--- src/rtl/cl_pkg.sv ---
// -----------------------------------------------------------------------------
// cl_pkg
// Shared definitions for the cl bitwise logic unit.
//
// Contents:
//   CL_OP_W  - width of the operation select field
//   OP_AND   - s = 2'b00 : a AND b
//   OP_OR    - s = 2'b01 : a OR  b
//   OP_XOR   - s = 2'b10 : a XOR b
//   OP_NOTA  - s = 2'b11 : NOT a (b ignored)
//   cl_op_e  - enumerated view of the same encodings, for readable debug
//
// Optional build macro used by the importing RTL: CL_PARITY_EN
// -----------------------------------------------------------------------------
package cl_pkg;

    localparam int CL_OP_W = 2;

    localparam logic [CL_OP_W-1:0] OP_AND  = 2'b00;
    localparam logic [CL_OP_W-1:0] OP_OR   = 2'b01;
    localparam logic [CL_OP_W-1:0] OP_XOR  = 2'b10;
    localparam logic [CL_OP_W-1:0] OP_NOTA = 2'b11;

    typedef enum logic [CL_OP_W-1:0] {
        CL_AND  = OP_AND,
        CL_OR   = OP_OR,
        CL_XOR  = OP_XOR,
        CL_NOTA = OP_NOTA
    } cl_op_e;

endpackage : cl_pkg

--- src/rtl/cl_alu.sv ---
// -----------------------------------------------------------------------------
// cl_alu
// Purely combinational bitwise function unit. No clock, no reset.
//
// Parameters:
//   WIDTH  - operand/result width in bits (>= 1)
//
// Ports:
//   out    output [WIDTH-1:0]  result of the selected bitwise operation
//   a      input  [WIDTH-1:0]  operand A
//   b      input  [WIDTH-1:0]  operand B (ignored for NOT a)
//   s      input  [1:0]        operation select (encodings in cl_pkg)
// -----------------------------------------------------------------------------
module cl_alu
    import cl_pkg::*;
#(
    parameter int WIDTH = 1
)
(
    output logic [WIDTH-1:0]   out,
    input  logic [WIDTH-1:0]   a,
    input  logic [WIDTH-1:0]   b,
    input  logic [CL_OP_W-1:0] s
);

    always_comb begin
        out = '0;
        case (s)
            OP_AND:  out = a & b;
            OP_OR:   out = a | b;
            OP_XOR:  out = a ^ b;
            OP_NOTA: out = ~a;
            // Only reachable when s carries X/Z; propagate the unknown
            // instead of silently picking an operation.
            default: out = 'x;
        endcase
    end

endmodule : cl_alu

--- src/rtl/cl.sv ---
// -----------------------------------------------------------------------------
// cl
// Bitwise logic unit with a combinational result and a one-deep registered
// copy qualified by a valid flag.
//
// Parameters:
//   WIDTH      - operand/result width in bits (>= 1)
//
// Ports (the first four keep positional order out, a, b, s):
//   out        output [WIDTH-1:0]  combinational result, independent of clk/rst
//   a          input  [WIDTH-1:0]  operand A
//   b          input  [WIDTH-1:0]  operand B
//   s          input  [1:0]        operation select (AND/OR/XOR/NOT a)
//   clk        input               rising-edge clock for the registered path
//   rst        input               asynchronous, active-high reset
//   in_valid   input               capture out into out_q on the next edge
//   out_q      output [WIDTH-1:0]  registered copy of out (holds when idle)
//   out_valid  output              out_q was captured on the previous edge
//   parity_q   output              XOR-reduction of out_q
//                                  (present only when CL_PARITY_EN is defined)
//
// Build macro: CL_PARITY_EN adds parity_q and its register.
// -----------------------------------------------------------------------------
module cl
    import cl_pkg::*;
#(
    parameter int WIDTH = 1
)
(
    output logic [WIDTH-1:0]   out,
    input  logic [WIDTH-1:0]   a,
    input  logic [WIDTH-1:0]   b,
    input  logic [CL_OP_W-1:0] s,
    input  logic               clk,
    input  logic               rst,
    input  logic               in_valid,
    output logic [WIDTH-1:0]   out_q,
    output logic               out_valid
`ifdef CL_PARITY_EN
    ,
    output logic               parity_q
`endif
);

    logic [WIDTH-1:0] out_p1;
    logic             vld_p1;

    cl_alu #(
        .WIDTH (WIDTH)
    ) u_alu (
        .out (out),
        .a   (a),
        .b   (b),
        .s   (s)
    );

    // ---- stage p1: capture the combinational result ----
    // The data register is reset as well so out_q reads 0 while rst is high.
    always_ff @(posedge clk or posedge rst) begin
        if (rst) begin
            vld_p1 <= 1'b0;
            out_p1 <= '0;
        end else begin
            vld_p1 <= in_valid;
            if (in_valid) begin
                out_p1 <= out;
            end
        end
    end

    assign out_q     = out_p1;
    assign out_valid = vld_p1;

`ifdef CL_PARITY_EN
    logic par_p1;

    // Parity is registered alongside out_p1 from the same source, so it
    // always describes the value currently held in out_q.
    always_ff @(posedge clk or posedge rst) begin
        if (rst) begin
            par_p1 <= 1'b0;
        end else if (in_valid) begin
            par_p1 <= ^out;
        end
    end

    assign parity_q = par_p1;
`endif

endmodule : cl

--- config.mk ---
export PLATFORM = sky130hd
export DESIGN_NAME = cl
export DESIGN_NICKNAME = d
export VERILOG_FILES = /design/src/rtl/cl_pkg.sv /design/src/rtl/cl_alu.sv /design/src/rtl/cl.sv
export SDC_FILE = /design/constraint.sdc
export NUM_CORES = 1
export LEC_CHECK = 0
export ABC_AREA = 1
export CAP_MARGIN = 40
export CELL_PAD_IN_SITES_DETAIL_PLACEMENT = 1
export CELL_PAD_IN_SITES_GLOBAL_PLACEMENT = 2
export CORE_AREA = 4 4 41 43
export DETAILED_ROUTE_END_ITERATION = 10
export DIE_AREA = 0 0 45 47
export MAX_ROUTING_LAYER = met4
export PLACE_DENSITY_LB_ADDON = 0.1
export SYNTH_ARGS = -nofsm -noshare
export SYNTH_HDL_FRONTEND = slang
export SYNTH_HIERARCHICAL = 1
export SYNTH_SLANG_ARGS = --single-unit
--- constraint.sdc ---
create_clock -name clk -period 1.1 [get_ports clk]
set_clock_uncertainty 0.2 [all_clocks]
set_input_delay 0.165 -clock clk [delete_from_list [all_inputs] [get_ports clk]]
set_output_delay 0.165 -clock clk [all_outputs]
set_load 0.02 [all_outputs]
Word level (Yosys, flattened, before mapping)
Cells that the tools add are included.
{ "op_classes": {"addsub": 0, "n_mul": 0, "div_mod_pow": 0, "n_lt_le_gt_ge": 0, "n_eq_ne": 3, "shifts": 0, "muxes": 1, "bitwise_logic": 4, "reduce_logical": 1} }
{ "ops": {"columns": ["operator", "n"], "rows": [
  ["== test 2 bit, second input constant", 2],
  ["case mux 1 bit (4 select lines)", 1],
  ["== test 2 x 1 -> 1 bit, second input constant", 1],
  ["zero test 2 bit", 1],
  ["bitwise AND 1 bit", 1],
  ["NOT 1 bit", 1],
  ["OR 1 bit", 1],
  ["XOR 1 bit", 1]
]} }
{ "totals": {"regBits": 2, "latch_bits": 0, "mem_bits_rw": 0, "mem_bits_ro": 0, "inputBits": 7, "out_inout_bits": 3, "word_cells": 11, "n_memories": 0} }

Longest topological paths before layout
Gate-level depths: netlist (run 1).
{ "logic_depth": {"word_depth": 2, "mapped_depth": 8} }

By module
The synthesis (run 1) kept the hierarchy.
{ "by_module_without_submodules": {"columns": ["module", "n_inst", "cells_per_inst", "area_each_um2"], "rows": [
  ["cl_alu", 1, 15, 76.3],
  ["cl", 1, 7, 68.8]
]} }

Worst setup path after synthesis (run 1)
Ideal clock, no wire load.
{ "synth_timing": {"path_type": "input to register", "from": "in a", "to": "reg out_p1 (netlist: out_q)", "setup_time_ns": 0.117, "t_arrival_ns": 0.881, "slack_ns": -0.098, "cell_stages": 8, "n_path_buf": 0, "path_cell_list": "inv_1 -> ha_1 -> inv_1 -> nand2_1 -> nand3_1 -> nand2_1 -> nand2_1 -> nand2_1"} }
{ "synth_via": {"elab_chain_len": 2, "elab_cells_between_ends": 5, "cone_classes": "mux: 1; bitwise: 4"} }
{ "synth_lines": {"columns": ["element", "line", "source"], "rows": [
  ["start: declaration", "cl.sv:31", "input logic [WIDTH-1:0] a,"],
  ["XOR 1 bit, or another cell as far along", "cl_alu.sv:31", "OP_XOR: out = a ^ b;"],
  ["case mux 1 bit (4 select lines) *", "cl_alu.sv:28", "case (s)"],
  ["named net out", "cl.sv:30", "output logic [WIDTH-1:0] out,"],
  ["end signal: assignment", "cl.sv:66", "out_p1 <= out;"],
  ["end: declaration", "cl.sv:45", "logic [WIDTH-1:0] out_p1;"]
]} }
The timed path passes the listed nets; every way through them passes the cells marked *.
A chain may end at the register's enable or synchronous reset.

Final worst setup path (run 1)
{ "layout_timing": {"from": "in a", "to": "out out"} }
{ "layout_via": {"elab_chain_len": 2, "elab_cells_between_ends": 5, "cone_classes": "mux: 1; bitwise: 4"} }
{ "layout_lines": {"columns": ["element", "line"], "rows": [
  ["XOR 1 bit, or another cell as far along", "cl_alu.sv:31"],
  ["case mux 1 bit (4 select lines) *", "cl_alu.sv:28"],
  ["end: declaration", "cl.sv:30"]
]} }
Mark *: on every way between the ends. The rest lies on a longest branch, timed or not.

==> out/metrics.yaml, run 1 <==
setup_viol: 3
ant_nets: 0
ys_top_cells_by_area: "dfrtp_1 34%, inv_1 21%, nand2_1 21%"
slew_headroom_pct: 93.2
initial_core_util_pct: 11.2
port-buffer-count: 9
root_buffer: "clkbuf_4"
period_minus_slack_ns: 1.24
rsz0062_at_grt: "yes"
routedWlPerCell_microns: 8.62
fmax_mhz: 810
max-cap-violations: 0
crit_arrival_ns: 0.87
ir_drop_uv: 296
die_height_microns: 47
hold_viol: 0
worstMarginPinSlew_ns: 0.101
crit_path_end_kind: "primary output"
cts_buffer_depth: 2
ys_async_sr_fraction_pct: 100
die_area_sq_um: 2120
avgSynthCellArea_sq_um: 6.60
fin_crit_sh_pct: 112
initialDrtViolationCount: 0
grt_pass1_wl_microns: 738
syn_nets: 31
synth_edf_count: 0
power.leakage_nw: 0.199
ys_warn_count: 6
synth_area_sq_um: 145
first_pass_iters: 1
final_nets: 51
numCtsBuffers: 3
crit_fanout: 2
track_usage_pct: 5.95
drc_errors: 0
overflow: 0
synth_top_area_share_pct: 34.5
cts.sinks: 2
slew_viol_final: 0
core_sq_um: 1300
ys_ff_latch: 2
wl_microns: 474
status: "finished with violations"
num_rows: 13
synth-main-ff-cell: "dfrtp_1"
whs_ns: 0.249
insertion_delay_ns: 0.22
first_global_vias: 213
gp_congestion: 0.623
vias_per_cell: 3.56
clk_pin_slew_ns: 0.03
pre_cts_ws_ns: -1.12
syn-instance-count: 22
grt_max_degree: 4
violations: "negative setup slack"
use_met2_pct: 8.19
busiest_layer: "met4"
worst_slack_ns: -0.135
synth_largest_area_cell: "dfrtp_1"
die_w_microns: 45
crit_type: "input port to primary output"
hpwl_microns: 371
drive_gt1_share_pct: 55.0
vias: 196
gr-usage-met3_pct: 1.15
critPathRequiredTime_ns: 0.73
met1_usage_pct: 4.54
startpoint_type: "input port"
antenna_cells: 0
ys_seq_area_share_pct: 34.5
power_density_nw_per_um2: 1000
worstHoldPathType: "input port to register"
area_growth_pct: 161
fillers: 170
grt_antenna_before_repair: 0
synth_common_cells: "8 x inv_1, 8 x nand2_1, 2 x dfrtp_1, 2 x ha_1, 2 x nand3_1"
htreeDepth: 1
ios: 10
cts_tree: "built"
yosysUniqueCellTypes: 5
[area by class of cell]
class,count,area [sq um],area share (%)
tap,15,18.8,4.95
timing repair buffer,15,153,40.3
multi-input combinational,12,100,26.4
clock buffer,3,22.5,5.94
inverter,8,35.0,9.24
sequential,2,50.0,13.2
[per-stage QoR]
stage	setup TNS [ns]	cells	area (sq um)	util (%)	power [mW]
after floorplan	0	22	163	-	0.125
after global placement	-2.11	49	294	22.6	0.191
after detailed placement	-2.14	49	294	22.6	0.193
after CTS	-0.217	55	379	29.1	0.391
after global routing	-0.314	55	379	29.1	0.404
final	-0.198	55	379	29.1	0.379
[state kept, by name, indices dropped and copies added (netlist names)]
name and count:
out_q 1, out_valid 1
[layout by cell type, fill, tap and decap left out]
| cell | netlist | final |
|---|---|---|
| buf_4 | 0 | 4 |
| buf_6 | 0 | 4 |
| buf_8 | 0 | 2 |
| clkbuf_4 | 0 | 3 |
| clkdlybuf4s50_1 | 0 | 2 |
| dfrtp_1 | 2 | 2 |
| dlygate4sd2_1 | 0 | 2 |
| dlygate4sd3_1 | 0 | 1 |
| ha_4 | 0 | 2 |
| inv_1 | 8 | 4 |
| inv_2 | 0 | 2 |
| inv_4 | 0 | 2 |
| nand2_1 | 8 | 6 |
| nand2_2 | 0 | 2 |
| nand3_1 | 2 | 1 |
| nand3_2 | 0 | 1 |
[logic make-up (layout without fill, tap and decap cells)]
logic type / Yosys count / after routing / share of synthesized area, %
buffers and inverters: 8 / 26 / 20.7
and+or+nand+nor: 10 / 10 / 27.6
DFF: 2 / 2 / 34.5
adders and majority gates: 2 / 2 / 17.2
[repair_timing]
action | in CTS | in global routing
endpoints found under the setup margin | 4 | 4
hold endpoints to repair | 2 | 0
hold buffers | 1 | 0
resized for setup | 41 | 0
buffers inserted | 2 | 0
pin swaps | 5 | 2
[layer usage]
| metal | share of wire, % | vias up |
|---|---|---|
| met2 | 48 | 11 |
| met4 | 7.6 | 0 |
| met5 | 0 | - |
| li1 | - | 99 |
| met1 | 34 | 82 |
| met3 | 9.5 | 4 |
[report_power, final]
| group | internal, mW | switching [mW] | total (mW) |
|---|---|---|---|
| combinational | 0.0782 | 0.0553 | 0.133 |
| clock | 0.120 | 0.0407 | 0.161 |
| sequential | 0.0806 | 0.00415 | 0.0848 |
[path summary, 6_finish.rpt]
path	from	end	slack, ns	cells after the start
worst max-delay path	a	out	-0.14	8
worst min-delay path	in_valid	out_valid	0.25	1
worst max register to register	out_q	out_q	0.18	3
worst min register to register	out_q	out_q	0.39	3
max in group asynchronous	rst	out_q	0.12	3
min in group asynchronous	rst	out_valid	0.46	3
[critical path, stage by stage]
cell,delay [ns]
buf_8,0.10
buf_6,0.11
ha_4,0.14
inv_2,0.04
nand2_1,0.05
nand3_1,0.08
nand2_2,0.06
buf_6,0.13
(Power assumes the default switching activity.)
==> run 2, diff against run 1 <==
GPL_TIMING_DRIVEN = 1   (was default)
HOLD_SLACK_MARGIN = 0.12   (was default)
SETUP_SLACK_MARGIN = 0.2   (was default)
==> run 2 against run 1 <==
Compared with the run above:
- largest power group unchanged
- cell area decreased by 6.9%
- via count decreased by 5.1%
- fmax decreased by 5.6%
- die area unchanged
- core utilization decreased by 2.0 points
- sequential share of layout area increased by 0.98 points
- power decreased by 2.5%
- global-route usage decreased by 1.2 points
- non-clock buffer count decreased by 2
- clock-buffer cell count unchanged
- flip-flop and latch count unchanged
- the flow finishes with violations (negative hold slack, negative setup slack)
- first-iteration DRC count unchanged
==> out/metrics.yaml, run 2 (synthesis results as in run 1) <==
clk_pin_slew_ns: 0.03
layout_common_cells: "5 x inv_1, 5 x nand2_1, 5 x buf_6"
hold_viol: 2
numCtsBuffers: 3
grt_max_degree: 4
startpoint_type: "input port"
fin_tns_setup_ns: -0.233
grt_antenna_before_repair: 0
slew_headroom_pct: 91.2
fillers: 163
cts_buffer_depth: 2
routedWlPerCell_microns: 7.55
seqCellArea_sq_um: 50.0
pre_cts_ws_ns: -1.18
crit_type: "input port to primary output"
critPathTopFamily: "buffers and inverters"
reg2reg_depth: 4
initial_core_util_pct: 11.2
rsz0062_at_grt: "yes"
track_usage_pct: 4.73
multi_input_area_sq_um: 90.1
die_area_sq_um: 2120
power_density_nw_per_um2: 1050
crit_arrival_ns: 0.94
port-buffer-count: 9
num_rows: 13
first_global_vias: 178
setup_viol: 3
power.leakage_nw: 0.191
core_sq_um: 1300
hpwl_microns: 345
insertion_delay_ns: 0.22
worst_slack_ns: -0.208
fmax_mhz: 764
die_height_microns: 47
antenna_cells: 0
root_buffer: "clkbuf_4"
cp_common_cell: "buf_6"
grt_pass1_wl_microns: 572
r2r-start: "out_q"
htreeDepth: 1
violations: "negative hold slack, negative setup slack"
worstHoldPathType: "input port to async pin"
slowest_stage: "ha_4"
ant_nets: 0
drive_gt1_share_pct: 52.6
slew_viol_final: 0
ios: 10
critPathBufInv: 5
status: "finished with violations"
fin_crit_sh_pct: 119
gp_congestion: 0.644
vias_per_cell: 3.51
overflow: 0
crit_fanout: 2
path_cells: "buf_6, buf_6, inv_12, ha_4, inv_2, nand2_2, nand3_2, nand2_2, buf_6"
whs_ns: -0.0979
cts_tree: "built"
drc_errors: 0
vias: 186
timing.rr.end: "out_q"
wl_microns: 400
worstMarginPinSlew_ns: 0.132
ir_drop_uv: 211
initialDrtViolationCount: 0
max-cap-violations: 0
first_pass_iters: 1
critPathRequiredTime_ns: 0.73
die_w_microns: 45
area_growth_pct: 143
crit_path_end_kind: "primary output"
cts.sinks: 2
slowest_delay_ns: 0.24
r2r_slack_ns: 0.06
period_minus_slack_ns: 1.31
final_nets: 49
## run 2: cell count changes in the layout (fill, tap and decap cells not counted), sizes merged
| cell | previous run | this run |
|---|---|---|
| buf | 10 | 9 |
| dlygate4sd3 | 1 | 0 |
## run 2: layer usage
metal	vias to the layer above	share of wire (%)	track usage, %
li1	95	-	-
met3	0	12	1.53
met4	0	0	10.5
met5	-	0	-
met1	84	34	3.40
met2	7	54	5.93
## run 2: worst max-delay path by stage
stage / to / startpoint / cells after the start
after floorplan: out_q / b / 8
after global placement: out / a / 8
after detailed placement: out / a / 8
after CTS: out / b / 9
after global routing: out / b / 9
final: out / b / 9
## run 2: area by class of cell
cell class	instances	share of cell area, %
Tap cell	15	5.32
Inverter	8	14.2
Timing Repair Buffer	13	34.4
Sequential cell	2	14.2
Clock buffer	3	6.38
Multi-Input combinational cell	12	25.5
## run 2: power breakdown
| group | leakage (nW) | switching [mW] | total [mW] | internal [mW] |
|---|---|---|---|---|
| Sequential | 0.0239 | 0.00417 | 0.0848 | 0.0806 |
| Combinational | 0.153 | 0.0562 | 0.127 | 0.0705 |
| Clock | 0.0138 | 0.0380 | 0.158 | 0.120 |
## run 2: worst register-to-register path, delay by kind of cell, from the launching register on
family,cells,cell delay [ns]
buf+inv,2,0.25
simple gates,2,0.10
flops,1,0.38
## run 2: per-stage QoR
step / cell area [sq um] / instances / total power, mW / util (%)
finish: 353 / 53 / 0.370 / 27.1
floorplan: 180 / 22 / 0.130 / -
CTS: 345 / 53 / 0.382 / 26.5
detailed placement: 312 / 49 / 0.201 / 23.9
global placement: 312 / 49 / 0.200 / 23.9
global route: 353 / 53 / 0.396 / 27.1
## run 2: timing repair
item	4_1_cts	5_1_grt
resized for setup	30	2
setup endpoints to repair	4	4
hold endpoints to repair	2	2
pin swaps	2	1
setup buffers	1	0
cloned	0	0
==> run 3, diff against run 2 <==
ABC_CLOCK_PERIOD_IN_PS = 1100   (was default)
==> results of run 3 <==
Final layout, timing and power as in run 2 (identical DEF).
==> variant 1, RTL diff (flow settings as in run 1) <==
Change the package constant `CL_OP_W` from 2 to 3.
--- a/src/rtl/cl_pkg.sv
+++ b/src/rtl/cl_pkg.sv
@@ -14,7 +14,7 @@
 // -----------------------------------------------------------------------------
 package cl_pkg;
 
-    localparam int CL_OP_W = 2;
+    localparam int CL_OP_W = 3;
 
     localparam logic [CL_OP_W-1:0] OP_AND  = 2'b00;
     localparam logic [CL_OP_W-1:0] OP_OR   = 2'b01;
Interface: changed (resized s); port bits go from 10 to 11. No check against the original RTL was run, so the function may have changed too.
==> variant 1 against run 1 <==
- the run still ends with setup timing left
- sequential share of layout area shrank 0.62 points
- total power rose by 2.9%
- non-clock buffer count unchanged
- critical path depth down 2
- worst hold slack improved by 24 ps
- routed wire length up 6.1%
- sequential cell count is the same
- worst setup slack got worse by 120 ps
- critical path type unchanged
- area after synthesis rose by 9.5%
- via count up 4.1%
- design area rose by 5.0%
==> variant 1: results (changes against run 1) <==
| Metric | Value |
|---|---|
| Total Routing Usage GR | `0.06036 (+0.0008642)` |
| Post-synth cell types | `8 (+3)` |
| Dominant cells by area after synthesis | `dfrtp_1, nand2_1, inv_1` |
| Post-Syn Nets | `35 (+13%)` |
| Antenna cells | `0 (unchanged)` |
| Input/output buffers | `10 (+1)` |
| CTS H-Tree Depth | `1 (unchanged)` |
| Status | `complete, but fails checks` |
| Worst setup margin | `-259.7 ps (-124.5 ps)` |
| DP HPWL | `399 µm (+7.7%)` |
| CP peak stage delay | `450 ps (+310 ps)` |
| Met1 Resource Use GR | `0.05455 (+0.009194)` |
| FF-to-FF End | `out_q$_DFFE_PP0P_` |
| Worst Path Arrival | `990 ps (+120 ps)` |
| Setup slack, reg-to-reg | `160 ps (-20 ps)` |
| Routed WL | `503 µm (+6.1%)` |
| Worst-Margin Slew | `140.4 ps (+39.00 ps)` |
| Post-synthesis sequential area ratio | `0.3150 (-0.02987)` |
| Ys Warns | `6 (unchanged)` |
| Placer Congestion | `0.6290 (+1.0%)` |
| Final cell count without fillers | `58 (+5.5%)` |
| Placed insts | `53 (+8.2%)` |
| Fin nets | `55 (+7.8%)` |
| First-pass DRT Iterations | `4 (+3)` |
| Failing checks | `setup timing` |
| Share of cells above drive strength 1 | `0.4651 (-0.08488)` |
| Internal power | `0.2832 mW (+1.5%)` |
| # setup viols final | `3 (unchanged)` |
| Cells after synthesis | `25 (+14%)` |
| Critical-path top delay cell | `clkdlybuf4s50_1` |
| Leakage | `0.2100 nW (+5.3%)` |
| Worst hold path class | `in -> reg` |
| Pre-CTS WS | `-1270 ps (-152.5 ps)` |
| Routed vias | `204 (+4.1%)` |
| Met3 Use GR | `0.01533 (+0.003831)` |
| Vias in the first global route | `229 (+7.5%)` |
| DRT iter0 DRCs | `1 (+1)` |
| First-pass GRT wire length | `821 µm (+11%)` |
| Most instantiated cells after synthesis | `nand2_1, inv_1, dfrtp_1, ha_1` |
| Met2 Resource Use GR | `0.08757 (+0.005650)` |
| CP startpoint | `s[2]` |
| Peak supply drop | `274.1 µV (-7.4%)` |
| Hold_ws | `272.4 ps (+23.64 ps)` |
==> variant 1: worst min path at each step <==
stage,from,endpoint,depth (start not counted)
6_report,in_valid,out_valid$_DFF_PP0_,1
5_1_grt,in_valid,out_valid$_DFF_PP0_,1
4_1_cts,in_valid,out_valid$_DFF_PP0_,1
3_5_place_dp,rst,out_valid$_DFF_PP0_,2
3_3_place_gp,rst,out_valid$_DFF_PP0_,2
2_1_floorplan,rst,out_q$_DFFE_PP0P_,1
==> variant 1: layer usage <==
metal	wire, µm	up-vias	part of all wire
met1	180	91	0.36
met4	0	0	0
met2	271	7	0.54
li1	-	106	-
met3	51	0	0.10
met5	0	-	0
==> variant 1: logic make-up after synthesis <==
kind of cell	count (synthesis)	share of synthesized area
fa+ha+maj	2	0.1575
flops	2	0.3150
compound gates	1	0.03147
simple gates	12	0.3071
buf+inv	8	0.1890
==> variant 1: through the flow <==
step / setup TNS, ps / cell area, µm²
2_1_floorplan: -121.1 / 193.9
3_3_place_gp: -2410 / 335.3
3_5_place_dp: -2458 / 335.3
4_1_cts: -611.6 / 381.6
5_1_grt: -606.3 / 397.9
6_report: -422.0 / 397.9
==> variant 1: power by group through the flow <==
stage | clock (mW) | sequential [mW] | combinational (mW)
detailed placement | 0 | 0.0840 | 0.121
CTS | 0.175 | 0.0835 | 0.136
floorplan | 0 | 0.0915 | 0.0411
global route | 0.174 | 0.0849 | 0.153
global placement | 0 | 0.0835 | 0.119
finish | 0.164 | 0.0842 | 0.141
==> variant 1: repair_timing <==
action / in CTS / in global routing
endpoints found under the hold margin: 2 / 0
cloned: 0 / 0
hold buffers: 1 / 0
gates resized for setup: 29 / 10
setup endpoints to repair: 4 / 4
pin swaps: 5 / 6
setup buffers: 3 / 1
==> variant 1: critical path: cells and delay by family <==
kind / cells / cell delay [ps]
AOI/OAI and AO/OA: 1 / 60
buffers and inverters: 3 / 600
and+or+nand+nor: 2 / 150
==> variant 1: cell type report <==
| class | instances | area (µm²) |
|---|---|---|
| fillers | 158 | 903.4 |
| well taps | 15 | 18.77 |
| inverters | 8 | 50.05 |
| repair buffers | 15 | 160.2 |
| multi-input cells | 15 | 96.34 |
| clock buffers | 3 | 22.52 |
| flip-flops and latches | 2 | 50.05 |
==> variant 2, RTL diff (flow settings as in run 1) <==
Made on the original files. Register the output `out_valid` once more; this adds one clock of latency there. The other outputs are not delayed to match.
--- a/src/rtl/cl.sv
+++ b/src/rtl/cl.sv
@@ -69,7 +69,9 @@
     end
 
     assign out_q     = out_p1;
-    assign out_valid = vld_p1;
+    always_ff @(posedge clk) begin
+        out_valid <= vld_p1;
+    end
 
 `ifdef CL_PARITY_EN
     logic par_p1;
Check against the original RTL: not equivalent (Yosys sat finds a counterexample within 4 cycles, from zero or initial values and one cycle with rst high).
==> variant 2 against run 1 <==
- the flow still finishes with violations (setup timing)
- design area up 3.0%
- combinational power is 7% lower
- sequential power rose by 44%
- clock power grew 21%
- critical path type unchanged
- sequential cell count is 1 higher
- area after synthesis rose by 14%
- worst setup slack improved by 11 ps
- routed wire length is 0.84% higher
- total power rose by 17%
==> variant 2: results (changes against run 1) <==
| Metric | Value |
|---|---|
| Post-synth cell types | `6 (+1)` |
| Share of cells above drive strength 1 | `0.5610 (+0.01098)` |
| Placer Congestion | `0.5767 (-7.4%)` |
| CTS H-Tree Depth | `1 (unchanged)` |
| Status | `complete, but fails checks` |
| Via/cell ratio | `3.411 (-4.3%)` |
| First-pass GRT wire length | `717 µm (-2.8%)` |
| DRT iter0 DRCs | `1 (+1)` |
| Ys flop type | `dfrtp_1` |
| Post-synthesis sequential area ratio | `0.4242 (+0.07941)` |
| Initial antenna violation count | `0 (unchanged)` |
| Max Root-Sink Buffers | `2 (unchanged)` |
| Max FO, Critical Path | `2 (unchanged)` |
| Antenna cells | `0 (unchanged)` |
| Input/output buffers | `9 (unchanged)` |
| Critical-path top delay cell | `ha_4` |
| Hold EP | `out_valid$_DFF_P_` |
| Mean Syn Cell Area | `7.181 µm² (+8.8%)` |
| Worst Reg2Reg Path Length in Cells | `2 (-1)` |
| Pin count of the biggest net entering global routing | `4 (unchanged)` |
| Ys async rst share | `0.6667 (-0.3333)` |
| Hold path depth | `0 (-1)` |
| Dominant cells by area after synthesis | `dfrtp_1, inv_1, nand2_1` |
| Ys Warns | `6 (unchanged)` |
| Fin nets | `51 (unchanged)` |
| Setup TNS Final | `-167.7 ps (+30.39 ps)` |
| Total Routing Usage GR | `0.05623 (-0.003260)` |
| Pre-CTS WS | `-1105 ps (+12.28 ps)` |
| Clock Latency Late Sink | `230 ps` |
| Slew headroom | `0.9261 (-0.006159)` |
| Setup slack, reg-to-reg | `290 ps (+110 ps)` |
| Most instantiated cells after synthesis | `inv_1, nand2_1, dfrtp_1, ha_1, nand3_1` |
| Failing checks | `setup timing` |
| Wire length per cell | `8.536 µm (-0.96%)` |
| # setup viols final | `3 (unchanged)` |
| Leakage | `0.2026 nW (+1.6%)` |
| FF-to-FF End | `out_q$_DFFE_PP0P_` |
| Routed WL | `478 µm (+0.84%)` |
| Worst setup margin | `-124.5 ps (+10.68 ps)` |
| Vias in the first global route | `195 (-8.5%)` |
| Post-Syn Nets | `32 (+3.2%)` |
| DP HPWL | `336.9 µm (-9.1%)` |
| Crit Reg-Reg Startpoint | `out_q$_DFFE_PP0P_` |
| Num CTS Buffers | `3 (unchanged)` |
| CP peak stage delay | `250 ps (+110 ps)` |
| Worst Path Arrival | `860 ps` |
| Hold_ws | `141.0 ps (-107.8 ps)` |
| Clock Pin Slew Worst Setup and Hold Paths | `40 ps` |
| Peak supply drop | `269.9 µV (-8.8%)` |
| First-pass DRT Iterations | `3 (+2)` |
| Root Buffer | `clkbuf_4` |
| Placed insts | `50 (+2.0%)` |
| Hold wc startpoint | `vld_p1$_DFF_PP0_` |
| Worst hold path class | `reg -> reg` |
variant 2: changes by cell type in the layout (fill, tap and decap cells not counted), sizes merged:
cell	delta
buf	-1
clkbuf	+1
dfxtp	+1
variant 2: layer usage:
layer	track usage	up-vias	part of all wire
li1	-	99	-
met3	0.003831	4	0.10
met2	0.06215	10	0.47
met5	-	-	0
met4	0.1228	0	0.075
met1	0.05669	78	0.35
variant 2: timing repair:
item	CTS	global route
gates resized for setup	35	4
pin swaps	2	2
setup buffers	1	0
gates cloned	0	0
endpoints found under the setup margin	4	3
endpoints found under the hold margin	2	0
hold buffers	1	0
variant 2: worst max-delay path: cells and delay by family:
family        cells  cell delay, ps
fa+ha+maj         1             250
buf+inv           4             240
simple gates      3             190
variant 2: worst max-delay path by stage:
stage | start | end | slack (ps) | depth (start not counted)
global placement | b | out | -1100 | 8
detailed placement | b | out | -1100 | 8
CTS | b | out | -130 | 8
global route | a | out | -160 | 8
floorplan | b | out_q$_DFFE_PP0P_ | 5 | 8
finish | a | out | -120 | 8
variant 2: stage by stage:
stage | power (mW) | area (µm²)
detailed placement | 0.2271 | 314.1
global route | 0.4743 | 390.4
finish | 0.4420 | 390.4
global placement | 0.2267 | 314.1
CTS | 0.4486 | 375.4
floorplan | 0.1643 | 182.7
variant 2: logic make-up (layout without fill, tap and decap cells):
logic type,after synthesis,count (layout),synth area share
simple gates,10,10,0.2424
fa+ha+maj,2,2,0.1515
flops,3,3,0.4243
buf+inv,8,26,0.1818
variant 2: layout make-up:
cell class / instances / area, µm²
inverters: 8 / 32.53
repair buffers: 14 / 135.1
well taps: 15 / 18.77
flip-flops and latches: 3 / 70.07
multi-input cells: 12 / 107.6
clock buffers: 4 / 26.28
fillers: 165 / 910.9
variant 2: power breakdown:
group          internal, mW  total [mW]  switching, mW
registers             0.119       0.122        0.00361
clock network         0.136       0.195         0.0591
logic                0.0694       0.124         0.0550
